### src/rtl/pattern_link_pkg.sv
// Shared definitions for the 256-bit serial pattern-match link (encoder and decoder).
package pattern_link_pkg;

    localparam int WIDTH_DEFAULT = 256;

    // Counter width able to hold 0..width inclusive.
    function automatic int cnt_w(input int width);
        return $clog2(width) + 1;
    endfunction

    typedef enum logic [1:0] {
        LOAD  = 2'd0,
        ARMED = 2'd1,
        SEND  = 2'd2
    } state_t;

endpackage

### src/rtl/pattern_loader.sv
// Serial-in parallel-out pattern store; first bit shifted in ends up at pattern[WIDTH-1].
module pattern_loader
    import pattern_link_pkg::*;
#(
    parameter int WIDTH = WIDTH_DEFAULT,
    parameter int CNT_W = cnt_w(WIDTH)
) (
    input  logic             clk,
    input  logic             clr,
    input  logic             prgm,
    input  logic             enable,
    output logic [WIDTH-1:0] pattern,
    output logic             full,
    output logic             last
);

    logic [CNT_W-1:0] load_cnt;
    logic             shift;

    // Once full the store is frozen until clr, so a stray enable can never corrupt it.
    assign full  = (load_cnt == CNT_W'(WIDTH));
    assign shift = enable && !full;
    assign last  = shift && (load_cnt == CNT_W'(WIDTH - 1));

    always_ff @(posedge clk) begin
        if (clr) begin
            pattern  <= '0;
            load_cnt <= '0;
        end else if (shift) begin
            pattern  <= {pattern[WIDTH-2:0], prgm};
            load_cnt <= load_cnt + CNT_W'(1);
        end
    end

endmodule

### src/rtl/pattern_encoder256.sv
// Serial pattern transmitter: loads a WIDTH-bit pattern bit-serially, then replays it MSB-first on sig.
module pattern_encoder256
    import pattern_link_pkg::*;
#(
    parameter int WIDTH = WIDTH_DEFAULT,
    parameter int CNT_W = cnt_w(WIDTH)
) (
    input  logic clk,
    input  logic clr,
    input  logic prgm,
    input  logic enable,
    input  logic start,
    input  logic repeat_en,
    output logic sig,
    output logic busy,
    output logic ready,
    output logic done
);

    localparam int IDX_W = CNT_W - 1;
    localparam logic [IDX_W-1:0] LAST_IDX = IDX_W'(WIDTH - 1);

    state_t           state;
    logic [IDX_W-1:0] tx_idx;
    logic [WIDTH-1:0] pattern;
    logic             full;
    logic             last;

    pattern_loader #(
        .WIDTH (WIDTH),
        .CNT_W (CNT_W)
    ) u_loader (
        .clk     (clk),
        .clr     (clr),
        .prgm    (prgm),
        .enable  (enable),
        .pattern (pattern),
        .full    (full),
        .last    (last)
    );

    always_ff @(posedge clk) begin
        if (clr) begin
            state  <= LOAD;
            tx_idx <= '0;
            sig    <= 1'b0;
            busy   <= 1'b0;
            ready  <= 1'b0;
            done   <= 1'b0;
        end else begin
            case (state)
                LOAD: begin
                    sig  <= 1'b0;
                    busy <= 1'b0;
                    done <= 1'b0;
                    // Arm on the same edge that samples the final bit.
                    if (last) begin
                        state <= ARMED;
                        ready <= 1'b1;
                    end else begin
                        ready <= 1'b0;
                    end
                end
                ARMED: begin
                    sig  <= 1'b0;
                    busy <= 1'b0;
                    done <= 1'b0;
                    if (start && full) begin
                        state  <= SEND;
                        tx_idx <= LAST_IDX;
                        ready  <= 1'b0;
                    end else begin
                        ready <= 1'b1;
                    end
                end
                SEND: begin
                    sig   <= pattern[tx_idx];
                    busy  <= 1'b1;
                    ready <= 1'b0;
                    // repeat_en only matters at the last bit; wrapping keeps the stream gap-free.
                    if (tx_idx == '0) begin
                        if (repeat_en) begin
                            tx_idx <= LAST_IDX;
                            done   <= 1'b0;
                        end else begin
                            state <= ARMED;
                            done  <= 1'b1;
                        end
                    end else begin
                        tx_idx <= tx_idx - IDX_W'(1);
                        done   <= 1'b0;
                    end
                end
                default: begin
                    state  <= LOAD;
                    tx_idx <= '0;
                    sig    <= 1'b0;
                    busy   <= 1'b0;
                    ready  <= 1'b0;
                    done   <= 1'b0;
                end
            endcase
        end
    end

endmodule
### config.mk
export PLATFORM = sky130hd
export DESIGN_NAME = pattern_encoder256
export DESIGN_NICKNAME = d
export VERILOG_FILES = /design/src/rtl/pattern_link_pkg.sv /design/src/rtl/pattern_loader.sv /design/src/rtl/pattern_encoder256.sv
export SDC_FILE = /design/constraint.sdc
export NUM_CORES = 1
export LEC_CHECK = 0
export ABC_AREA = 1
export BUFFER_PORTS_ARGS = -buffer_cell sky130_fd_sc_hd__clkbuf_2
export CAP_MARGIN = 20
export CORE_MARGIN = 1
export CORE_UTILIZATION = 58
export DETAILED_ROUTE_END_ITERATION = 10
export GPL_TIMING_DRIVEN = 0
export PLACE_DENSITY = 0.73
export RECOVER_POWER = 25
export SYNTH_ARGS = -nofsm -noshare
export SYNTH_HDL_FRONTEND = slang
export SYNTH_SLANG_ARGS = --single-unit
### constraint.sdc
create_clock -name clk -period 3 [get_ports clk]
set_input_delay 0.3 -clock clk [delete_from_list [all_inputs] [get_ports clk]]
set_output_delay 0.3 -clock clk [all_outputs]
set_load 0.1 [all_outputs]
# Word-level counts from Yosys, hierarchy flattened
# Cells that the tools add are included.
# word_totals
reg_bits	279
inputBits	6
elab_cells	49
# classes
n_addsub	2
magnitude_cmp	1
n_eq_ne	9
n_mux	16
bitwise	3
reduce_logical	10
# op_table
cell	count
$mux 8	3
$pmux 8 s3	1
$add 9x1->9 const B	1
$eq 9x8->1 const B	1
$eq 9x9->1 const B	1
$lt 8x9->1 const B	1
$bmux 1 s8	1
$logic_not 8->1	1
$mux 2	4
$ne 2x2->1 const B	4
$sub 8x1->8 const B	1
$pmux 2 s3	1
$mux 1	5
$reduce_and 4->1	1
$logic_and 1x1->1	3
$ne 3x3->1 const B	1
$not 1->1	3
$reduce_and 3->1	1
$reduce_or 3->1	1
$eq 2x1->1 const B	1
$eq 2x2->1 const B	1
$logic_not 2->1	1
$pmux 1 s2	1
$reduce_or 2->1	1
$logic_not 1->1	1

# Depth between registers and ports, before layout
# Gate-level depths: netlist (run 1).
# depth
depth_word	6
depth_mapped	15
mapped_depth_nobuf	13

# Cells and area by module
# From an unflattened synthesis (run 1), not the netlist that was laid out.
# hier_totals
cells_unflattened	1997
hier_area_um2	13307.8
# modules_own_cells
mod	instances	cells_each	area_each_um2
pattern_loader	1	1189	9422.8
pattern_encoder256	1	808	3885.0

# Least setup slack after synthesis (run 1)
# OpenSTA, ideal clock, no wires.
# synth_timing
path_kind	flip-flop to flip-flop
from	register tx_idx[1]
to	register tx_idx[4]
t_arrival_ps	1909
slack_ps	959
stages_incl_launch_ff	11
path_buffers	2
path_cell_list	dfxtp_1 buf_2 inv_2 clkbuf_1 ha_1 nor3b_4 nand2_4 o211ai_4 nor2_2 o21ai_2 a21oi_1
# synth_via
elab_chain_len	3
# synth_lines
element	line	source
start, declared	pattern_encoder256.sv:24	logic [IDX_W-1:0] tx_idx;
start signal, assigned	pattern_encoder256.sv:90	tx_idx <= tx_idx - IDX_W'(1);
$sub 8x1->8 / $logic_not 8->1 (equally long branches)	pattern_encoder256.sv:90, pattern_encoder256.sv:81	
$mux 8 / $ne 3x3->1 (equally long branches)	n/a	
$pmux 8 s3 / $reduce_and 3->1 (equally long branches)	n/a	
# Parallel ways exist; a longest one is shown, timed or not.
# A chain may end at the register's enable or synchronous reset.

# Final worst setup path (run 1)
# layout_timing
from	register tx_idx[1]
to	register tx_idx[1]
# The elaborated chain is that of the path after synthesis.

==> results.tsv, run 1 <==
stage	metric	value	unit
status	status	complete, no violations	
global_routing	initial antenna violation count	0	
place	DP Worst Slack	0.167	ns
worst_hold_path	min-delay src	clr	
yosys	post-synthesis sequential area ratio	0.453	
die	die area	21800	sq um
final_layout	Multi-input gate area	5840	sq um
yosys	synthesized flop and latch total	279	
setup_path	critical path data required time	3.41	ns
yosys	Distinct cells, synth	31	
power_and_ir_drop	Leakage	5.47	nW
power_and_ir_drop	Net Switching	2.29	mW
detailed_routing	DR pass1 iterations	6	
yosys	Mapped Nets	1811	
yosys	Mean Syn Cell Area	6.86	sq um
timing	Tightest Pin Transition	1.17	ns
setup_path	CP endpoint kind	flop	
timing	final setup vio count	0	
place	Placed Area	12700	sq um
die	FP Rows	52	
global_routing	vias in the first global route	11100	
cts	CTS tree	yes	
setup_path	R2R Path Start	tx_idx[1]	
timing	Slew headroom	0.224	
cts	number of buffers created by CTS	30	
power_and_ir_drop	Logic pwr share	0.100	
die	Die X	148	um
power_and_ir_drop	Cell Pwr Density	639	nW/um^2
place	Port Buffer Count	9	
final_layout	Final Util	0.665	
final_layout	final net count	1852	
yosys	post-synthesis cell area	12300	sq um
cts	post-cts hold buffer count	0	
timing	setup ws final	0.0904	ns
worst_hold_path	worst min-delay path endpoint	u_loader.load_cnt[6]	
setup_path	R2R cell count	10	
worst_hold_path	hold crit path type	in -> reg	
setup_path	WP data arrival	3.32	ns
yosys	post-synth top area cell	dfxtp_1	
global_routing	global-route wire length before repair	63100	um
timing	unrepaired setup endpoints after global routing	no	
power_and_ir_drop	sequential share of power	0.483	
setup_path	internal reg-to-reg setup slack	0.09	ns
setup_path	FF-to-FF End	tx_idx[1]	
final_layout	Register Area	5590	sq um
timing	Max Clk Rate	344	MHz
cts	clock root cell	clkbuf_16	
global_routing	GRT Residual Overflow	0	
cts	Post-CTS Setup Bufs	0	
cts	clock sinks	279	
detailed_routing	DRC	0	
die	Die H	148	um
final_layout	synthesis-to-finish area growth	10.9	%
timing	Worst Skew	0.00862	ns
yosys	Synth Instances	1796	
run	max-cap violations	0	
timing	worst hold margin	0.00774	ns
final_layout	commonest non-fill, non-tap cell in the layout	nor2_1	
global_routing	largest net degree at the start of global routing	15	
detailed_routing	via count	12500	
detailed_routing	wire length per cell	19.1	um
yosys	post-synth top area share	0.453	
die	# IOs	10	
timing	min Tclk post-route	2.91	ns
power_and_ir_drop	Internal	6.44	mW
power_and_ir_drop	switch share	0.262	
detailed_routing	post-route ant nets	0	
final_layout	fin area	13700	sq um
final_layout	n_diodes	0	
worst_hold_path	WHS Path Cells	2	
detailed_routing	DR iter-0 viols	1200	
timing	period utilization	0.970	
cts	# resized after CTS	0	
power_and_ir_drop	peak supply drop	0.443	mV
die	core area	20600	sq um
setup_path	Crit Path Category	reg -> reg	
final_layout	share of layout cells above drive strength 1	0.0672	
timing	Slew Limit Fails	0	
power_and_ir_drop	clock power share	0.417	
setup_path	crit path max fanout	11	
final_layout	most frequent cells in the layout	nor2_1, o21ai_0, nand2_1, dfxtp_1, a21oi_1	
final_layout	number of fillers in the final layout	1856	
detailed_routing	routed vias/inst	5.89	
cts	clk slew on worst S/H paths	0.06	ns
timing	final setup TNS	0	ns
cts	CTS HTree Levels	1	
die	Starting Density	0.600	
cts	worst skew pair latency	0.56	ns
place	RePlAce Congestion	0.965	
yosys	Yosys warning count	0	
yosys	largest cells by area after synthesis	dfxtp_1, o21ai_0, nor2_1	
detailed_routing	final WL	40700	um
global_routing	GRT Total Usage	0.374	
timing	Fin. Hold Viols	0	
place	Post-DP HPWL	26200	um
setup_path	Critical Path Start Type	flop	
cts	CTS Buffer Depth	3	
## critical path: stages, from the launching register on
cell,delay [ns]
dfxtp_1,0.29
buf_2,0.15
inv_2,0.23
clkbuf_1,0.63
ha_1,0.27
nor3b_4,0.43
nand2_4,0.11
o211ai_4,0.34
nor2_2,0.16
nand2_1,0.09
a21oi_1,0.07
## metal layers
metal  track usage  share of wire  up-vias
met5             0              0        -
met4         0.174          0.049        0
met3        0.0932           0.11      156
met2         0.580           0.43      669
met1         0.490           0.41     5736
li1              -              -     5977
## synth_stat cells, drive strengths merged
cell	n
ha	9
inv	83
nor4	2
a31oi	2
o21ai	324
nor3	14
a21oi	153
dfxtp	279
nand3	131
nand2	293
nand4	1
mux2i	1
a21boi	3
nand3b	1
clkbuf	71
o211ai	5
nor3b	2
nor2	356
clkinv	1
buf	65
## power groups by stage
stage	registers, mW	logic (mW)	clock network (mW)
floorplan	4.22	0.654	0
global placement	4.28	0.827	0
detailed placement	4.29	0.849	0
CTS	4.21	0.857	3.65
global route	4.25	0.998	3.81
finish	4.22	0.873	3.64
## worst max path at each step
stage | to | slack, ns | depth (start not counted) | startpoint
2_1_floorplan | tx_idx[4] | 0.96 | 10 | tx_idx[1]
5_1_grt | tx_idx[1] | 0.03 | 10 | tx_idx[1]
6_report | tx_idx[1] | 0.09 | 10 | tx_idx[1]
3_5_place_dp | tx_idx[1] | 0.17 | 10 | tx_idx[1]
4_1_cts | tx_idx[1] | 0.15 | 10 | tx_idx[1]
3_3_place_gp | tx_idx[0] | 0.16 | 10 | tx_idx[1]
## state kept, by name, indices dropped and copies added, names as in the netlist
name	count
busy	1
sig	1
done	1
u_loader.pattern	256
ready	1
tx_idx	8
u_loader.load_cnt	9
state	2
## layout make-up
class,count,share of cell area
inverter,84,0.0231
multi-input combinational,1297,0.427
timing repair buffer,9,0.00293
clock inverter,6,0.00421
sequential,279,0.408
buffer,136,0.0428
tap,270,0.0247
clock buffer,48,0.0665
## stage by stage
step | instances | total power [mW]
after floorplan | 1796 | 4.87
after global placement | 2075 | 5.11
after detailed placement | 2075 | 5.13
after CTS | 2129 | 8.71
after global routing | 2129 | 9.06
final | 2129 | 8.73
## cell families (layout without fill, tap and decap cells)
family / Yosys count / after routing / synth area share
DFF: 279 / 279 / 0.453
buffers and inverters: 220 / 283 / 0.0731
and+or+nand+nor: 800 / 800 / 0.263
muxes: 1 / 1 / 0.000812
AOI/OAI and AO/OA: 487 / 487 / 0.201
adders and majority gates: 9 / 9 / 0.00913
No activity file was read; power rests on OpenSTA's default activity.
==> inputs of run 2 (changes only) <==
--- a/config.mk
+++ b/config.mk
@@ -6,6 +6,7 @@
 export NUM_CORES = 1
 export LEC_CHECK = 0
 export ABC_AREA = 1
+export ABC_CLOCK_PERIOD_IN_PS = 3000
 export BUFFER_PORTS_ARGS = -buffer_cell sky130_fd_sc_hd__clkbuf_2
 export CAP_MARGIN = 20
 export CORE_MARGIN = 1
@@ -14,6 +15,7 @@
 export GPL_TIMING_DRIVEN = 0
 export PLACE_DENSITY = 0.73
 export RECOVER_POWER = 25
+export SETUP_SLACK_MARGIN = 0.05
 export SYNTH_ARGS = -nofsm -noshare
 export SYNTH_HDL_FRONTEND = slang
 export SYNTH_SLANG_ARGS = --single-unit
==> constraint.sdc (replaced) <==
create_clock -name clk -period 3 [get_ports clk]
set_input_delay 0.3 -clock clk [delete_from_list [all_inputs] [get_ports clk]]
set_output_delay 0.3 -clock clk [all_outputs]
set_load 0.02 [all_outputs]
==> run 2 against run 1 <==
Net effect:
- core utilization is essentially flat
- clock skew is 0.0012 ns lower
- maximum frequency is 4.9% higher
- register-to-register slack improved by 0.14 ns
- critical path depth rose by 2
- flip-flop and latch count is the same
==> results.tsv, run 2 (synthesis gave the netlist of run 1 again) <==
stage	metric	value	unit
status	status	complete, no violations	
timing	Tightest Pin Transition	1.10	ns
detailed_routing	metal3 WL	4400	um
cts	worst skew pair latency	0.56	ns
timing	final setup TNS	0	ns
detailed_routing	final WL	40800	um
cts	clk slew on worst S/H paths	0.06	ns
worst_hold_path	WHS Path Cells	2	
run	max-cap violations	0	
setup_path	R2R cell count	12	
global_routing	global-route wire length before repair	63100	um
final_layout	share of layout cells above drive strength 1	0.0678	
global_routing	GRT Total Usage	0.374	
timing	Slew Limit Fails	0	
setup_path	WP data arrival	3.21	ns
detailed_routing	via count	12600	
cts	clock root cell	clkbuf_16	
setup_path	CP endpoint kind	flop	
detailed_routing	DRC	0	
detailed_routing	met1 WL	16600	um
timing	Worst Skew	0.00747	ns
final_layout	most frequent cells in the layout	nor2_1, o21ai_0, nand2_1, dfxtp_1, a21oi_1	
cts	CTS HTree Levels	1	
cts	CTS Buffer Depth	3	
cts	CTS tree	yes	
die	FP Rows	52	
setup_path	Crit Path Category	reg -> reg	
detailed_routing	DR iter-0 viols	1177	
setup_path	crit path max fanout	10	
cts	clock sinks	279	
cts	number of buffers created by CTS	30	
cts	Post-CTS Setup Bufs	0	
global_routing	largest net degree at the start of global routing	15	
timing	period utilization	0.924	
place	Post-DP HPWL	26200	um
die	Starting Density	0.600	
detailed_routing	DR pass1 iterations	6	
setup_path	critical path data required time	3.44	ns
final_layout	Largest regs	u_loader.pattern: 256 flops, u_loader.load_cnt: 9 flops, tx_idx: 8 flops	
global_routing	vias in the first global route	11100	
place	Port Buffer Count	9	
detailed_routing	post-route ant nets	0	
die	die area	21800	sq um
final_layout	synthesis-to-finish area growth	10.9	%
timing	Max Clk Rate	361	MHz
place	RePlAce Congestion	0.965	
global_routing	GRT Residual Overflow	0	
final_layout	commonest non-fill, non-tap cell in the layout	nor2_1	
cts	# resized after CTS	0	
timing	final setup vio count	0	
power_and_ir_drop	Cell Pwr Density	639	nW/um^2
timing	Fin. Hold Viols	0	
detailed_routing	uppermost layer routed	met4	
final_layout	n_diodes	0	
timing	Slew headroom	0.265	
power_and_ir_drop	overall power	8.74	mW
detailed_routing	met2 WL	17700	um
die	Die H	148	um
timing	unrepaired setup endpoints after global routing	no	
final_layout	final net count	1852	
worst_hold_path	hold crit path type	in -> reg	
detailed_routing	wire length per cell	19.2	um
die	core area	20600	sq um
timing	min Tclk post-route	2.77	ns
final_layout	Biggest register	u_loader.pattern	
global_routing	initial antenna violation count	0	
power_and_ir_drop	Leakage	5.47	nW
detailed_routing	routed vias/inst	5.90	
setup_path	Critical Path Start Type	flop	
final_layout	Largest register FFs	256	
power_and_ir_drop	peak supply drop	0.443	mV
die	Die X	148	um
cts	post-cts hold buffer count	0	
die	# IOs	10	
## run 2: cell count changes in the layout (fill, tap and decap cells not counted)
cell,change
clkbuf_1,-1
clkbuf_2,+1
## run 2: worst max-delay path, cell delays in order, from the launching register on
cell      delay (ns)
dfxtp_1         0.29
buf_2           0.15
inv_2           0.22
clkbuf_1        0.85
nand3_1         0.16
nand3_1         0.12
o211ai_1        0.16
nand2_1         0.10
nand3_1         0.07
nor2_1          0.12
nor2_1          0.08
nor2_1          0.24
nor2_1          0.08
## run 2: layout make-up
cell class / count / area [sq um]
Inverter: 84 / 315
Sequential cell: 279 / 5590
Multi-Input combinational cell: 1297 / 5840
Clock inverter: 6 / 57.6
Timing Repair Buffer: 9 / 40.0
Buffer: 136 / 587
Clock buffer: 48 / 910
Fill cell: 1855 / 6880
Tap cell: 270 / 338
## run 2: worst paths after layout
kind                                           start              endpoint  slack (ns)
worst max-delay path                       tx_idx[1]                   sig        0.23
worst max register to register             tx_idx[1]                   sig        0.23
worst min-delay path                             clr  u_loader.load_cnt[6]       0.007
worst min register to register  u_loader.pattern[44]  u_loader.pattern[45]        0.47
## run 2: report_power, final
part	internal, mW	switching [mW]
sequential	4.01	0.207
clock	2.14	1.50
combinational	0.292	0.583
total	6.44	2.29
## run 2: per-stage QoR
stage | instances | hold slack [ns] | setup WS, ns | instance area (sq um) | utilization
2_1_floorplan | 1796 | 0.379 | 0.959 | 12300 | -
3_3_place_gp | 2075 | 0.457 | 0.161 | 12700 | 0.618
3_5_place_dp | 2075 | 0.461 | 0.167 | 12700 | 0.618
4_1_cts | 2129 | 0.00167 | 0.154 | 13700 | 0.665
5_1_grt | 2129 | 0.0268 | 0.114 | 13700 | 0.665
6_report | 2129 | 0.00662 | 0.227 | 13700 | 0.665
## run 2: per-layer routing
metal	global-route usage	vias to the layer above
met5	0	-
met1	0.490	5743
met4	0.174	0
li1	-	5989
met3	0.0932	161
met2	0.580	675
==> inputs of run 3 (changes only) <==
--- a/config.mk
+++ b/config.mk
@@ -7,11 +7,11 @@
 export LEC_CHECK = 0
 export ABC_AREA = 1
 export ABC_CLOCK_PERIOD_IN_PS = 3000
-export BUFFER_PORTS_ARGS = -buffer_cell sky130_fd_sc_hd__clkbuf_2
 export CAP_MARGIN = 20
 export CORE_MARGIN = 1
 export CORE_UTILIZATION = 58
 export DETAILED_ROUTE_END_ITERATION = 10
+export DONT_BUFFER_PORTS = 1
 export GPL_TIMING_DRIVEN = 0
 export PLACE_DENSITY = 0.73
 export RECOVER_POWER = 25
==> run 3 against run 2 <==
Net effect:
- setup slack lost 0.093 ns
- critical path depth shrank 1
- flip-flop and latch count is the same
- power shrank 0.87%
- maximum frequency down 3.2%
- wire length is 0.28% lower
- first-iteration DRC count rose by 15%
- sequential share of layout area is 0.12 points higher
- clock power shrank 2%
- global-route usage fell by 0.13 points
- largest power group unchanged
==> results.tsv, run 3 (synthesis gave the netlist of run 1 again) <==
stage	metric	value	unit
status	status	complete, no violations	
die	die area	21800	sq um
die	Die X	148	um
setup_path	critical path startpoint	tx_idx[0]	
power_and_ir_drop	Leakage	5.45	nW
power_and_ir_drop	Cell Pwr Density	635	nW/um^2
worst_hold_path	hold crit path type	in -> reg	
setup_path	Crit Path Category	reg -> reg	
final_layout	number of fillers in the final layout	1873	
cts	CTS tree	yes	
timing	final setup vio count	0	
timing	Slew headroom	0.230	
detailed_routing	routed vias/inst	5.90	
global_routing	GRT Residual Overflow	0	
final_layout	Multi-input gate area	5840	sq um
cts	CTS HTree Levels	1	
global_routing	vias in the first global route	11400	
final_layout	final net count	1845	
die	core area	20600	sq um
timing	Tightest Pin Transition	1.15	ns
cts	worst skew pair latency	0.56	ns
power_and_ir_drop	sequential share of power	0.487	
global_routing	global-route wire length before repair	62900	um
worst_hold_path	WHS Path Cells	3	
place	Port Buffer Count	0	
cts	clk slew on worst S/H paths	0.06	ns
power_and_ir_drop	Net Switching	2.24	mW
setup_path	R2R Path Start	tx_idx[0]	
die	# IOs	10	
run	max-cap violations	0	
final_layout	Final Util	0.663	
cts	CTS Buffer Depth	3	
timing	Max Clk Rate	349	MHz
power_and_ir_drop	Logic pwr share	0.101	
timing	min Tclk post-route	2.87	ns
final_layout	commonest non-fill, non-tap cell in the layout	nor2_1	
power_and_ir_drop	Internal	6.42	mW
place	RePlAce Congestion	0.946	
cts	clock root cell	clkbuf_16	
detailed_routing	final WL	40700	um
timing	final setup TNS	0	ns
timing	Fin. Hold Viols	0	
timing	Slew Limit Fails	0	
setup_path	internal reg-to-reg setup slack	0.13	ns
final_layout	Largest regs	u_loader.pattern: 256 flops, u_loader.load_cnt: 9 flops, tx_idx: 8 flops	
power_and_ir_drop	overall power	8.66	mW
setup_path	crit path capture	tx_idx[1]	
setup_path	WP data arrival	3.28	ns
timing	Worst Skew	0.0193	ns
detailed_routing	DR iter-0 viols	1349	
detailed_routing	DR pass1 iterations	6	
detailed_routing	wire length per cell	19.2	um
timing	unrepaired setup endpoints after global routing	no	
final_layout	share of layout cells above drive strength 1	0.0644	
power_and_ir_drop	clock power share	0.412	
setup_path	crit path max fanout	11	
final_layout	synthesis-to-finish area growth	10.6	%
global_routing	initial antenna violation count	1	
place	Placed Area	12700	sq um
setup_path	critical path data required time	3.42	ns
setup_path	Critical Path Start Type	flop	
final_layout	fin area	13600	sq um
place	Post-DP HPWL	26200	um
final_layout	Biggest register	u_loader.pattern	
power_and_ir_drop	peak supply drop	0.509	mV
global_routing	largest net degree at the start of global routing	15	
power_and_ir_drop	switch share	0.259	
global_routing	GRT Total Usage	0.373	
final_layout	most frequent cells in the layout	nor2_1, o21ai_0, nand2_1, dfxtp_1, a21oi_1	
setup_path	R2R cell count	11	
final_layout	Register Area	5590	sq um
die	FP Rows	52	
cts	number of buffers created by CTS	29	
timing	period utilization	0.955	
die	Starting Density	0.600	
setup_path	CP endpoint kind	flop	
final_layout	Largest register FFs	256	
die	Die H	148	um
detailed_routing	via count	12500	
detailed_routing	post-route ant nets	0	
cts	clock sinks	279	
detailed_routing	DRC	0	
setup_path	FF-to-FF End	tx_idx[1]	
[run 3: cell types whose count changed in the layout (fill, tap and decap cells not counted), moves of 2 or more]
cell | previous run | this run
clkinv_2 | 4 | 0
clkbuf_1 | 84 | 77
dlygate4sd3_1 | 0 | 3
clkbuf_16 | 31 | 29
clkbuf_2 | 6 | 2
clkbuf_8 | 7 | 11
[run 3: metal layers]
metal  vias up  wire (um)  global-route usage
li1       5959          -                   -
met1      5653      16200               0.489
met2       723      17300               0.569
met3       172       4840              0.0827
met4         0       2430               0.209
met5         -          0                   0
[run 3: metrics by stage]
step           hold WS [ns]  setup slack, ns  cells
2_1_floorplan         0.379            0.959   1796
3_3_place_gp          0.381            0.144   2066
3_5_place_dp          0.386            0.163   2066
4_1_cts              0.0641            0.149   2118
5_1_grt              0.0952           0.0867   2118
6_report             0.0692            0.134   2119
[run 3: worst min path at each step]
| stage | from | end | slack, ns |
|---|---|---|---|
| after global routing | start | ready | 0.1 |
| after detailed placement | clr | u_loader.load_cnt[6] | 0.39 |
| after CTS | start | ready | 0.06 |
| final | start | ready | 0.07 |
| after global placement | clr | u_loader.load_cnt[6] | 0.38 |
| after floorplan | clr | u_loader.load_cnt[6] | 0.38 |
[run 3: worst max-delay path, cell delays in order, from the launching register on]
cell and delay [ns]:
dfxtp_1 0.30, buf_2 0.15, inv_2 0.05, buf_2 0.21
clkbuf_2 0.42, ha_1 0.22, nor3b_2 0.58, nand2_4 0.12
o211ai_4 0.34, nor2_2 0.16, nand2_1 0.09, a21oi_1 0.07
[run 3: final cells by class]
class | instances | share of cell area
clock inverters | 2 | 0.00284
flip-flops and latches | 279 | 0.410
diodes | 1 | 0.000184
inverters | 84 | 0.0231
well taps | 270 | 0.0248
plain buffers | 136 | 0.0430
multi-input cells | 1297 | 0.428
clock buffers | 47 | 0.0662
repair buffers | 3 | 0.00220
[run 3: power groups by stage]
stage | Clock [mW] | Combinational (mW) | Sequential [mW]
floorplan | 0 | 0.654 | 4.22
global placement | 0 | 0.821 | 4.28
detailed placement | 0 | 0.846 | 4.28
CTS | 3.59 | 0.856 | 4.21
global route | 3.74 | 0.996 | 4.25
finish | 3.57 | 0.876 | 4.21
[run 3: what timing repair did]
| action | 4_1_cts | 5_1_grt |
|---|---|---|
| endpoints found under the hold margin | 6 | 0 |
| setup buffers | 0 | 0 |
| resized for setup | 0 | 2 |
| hold buffers | 3 | 0 |
| setup endpoints to repair | 0 | 8 |
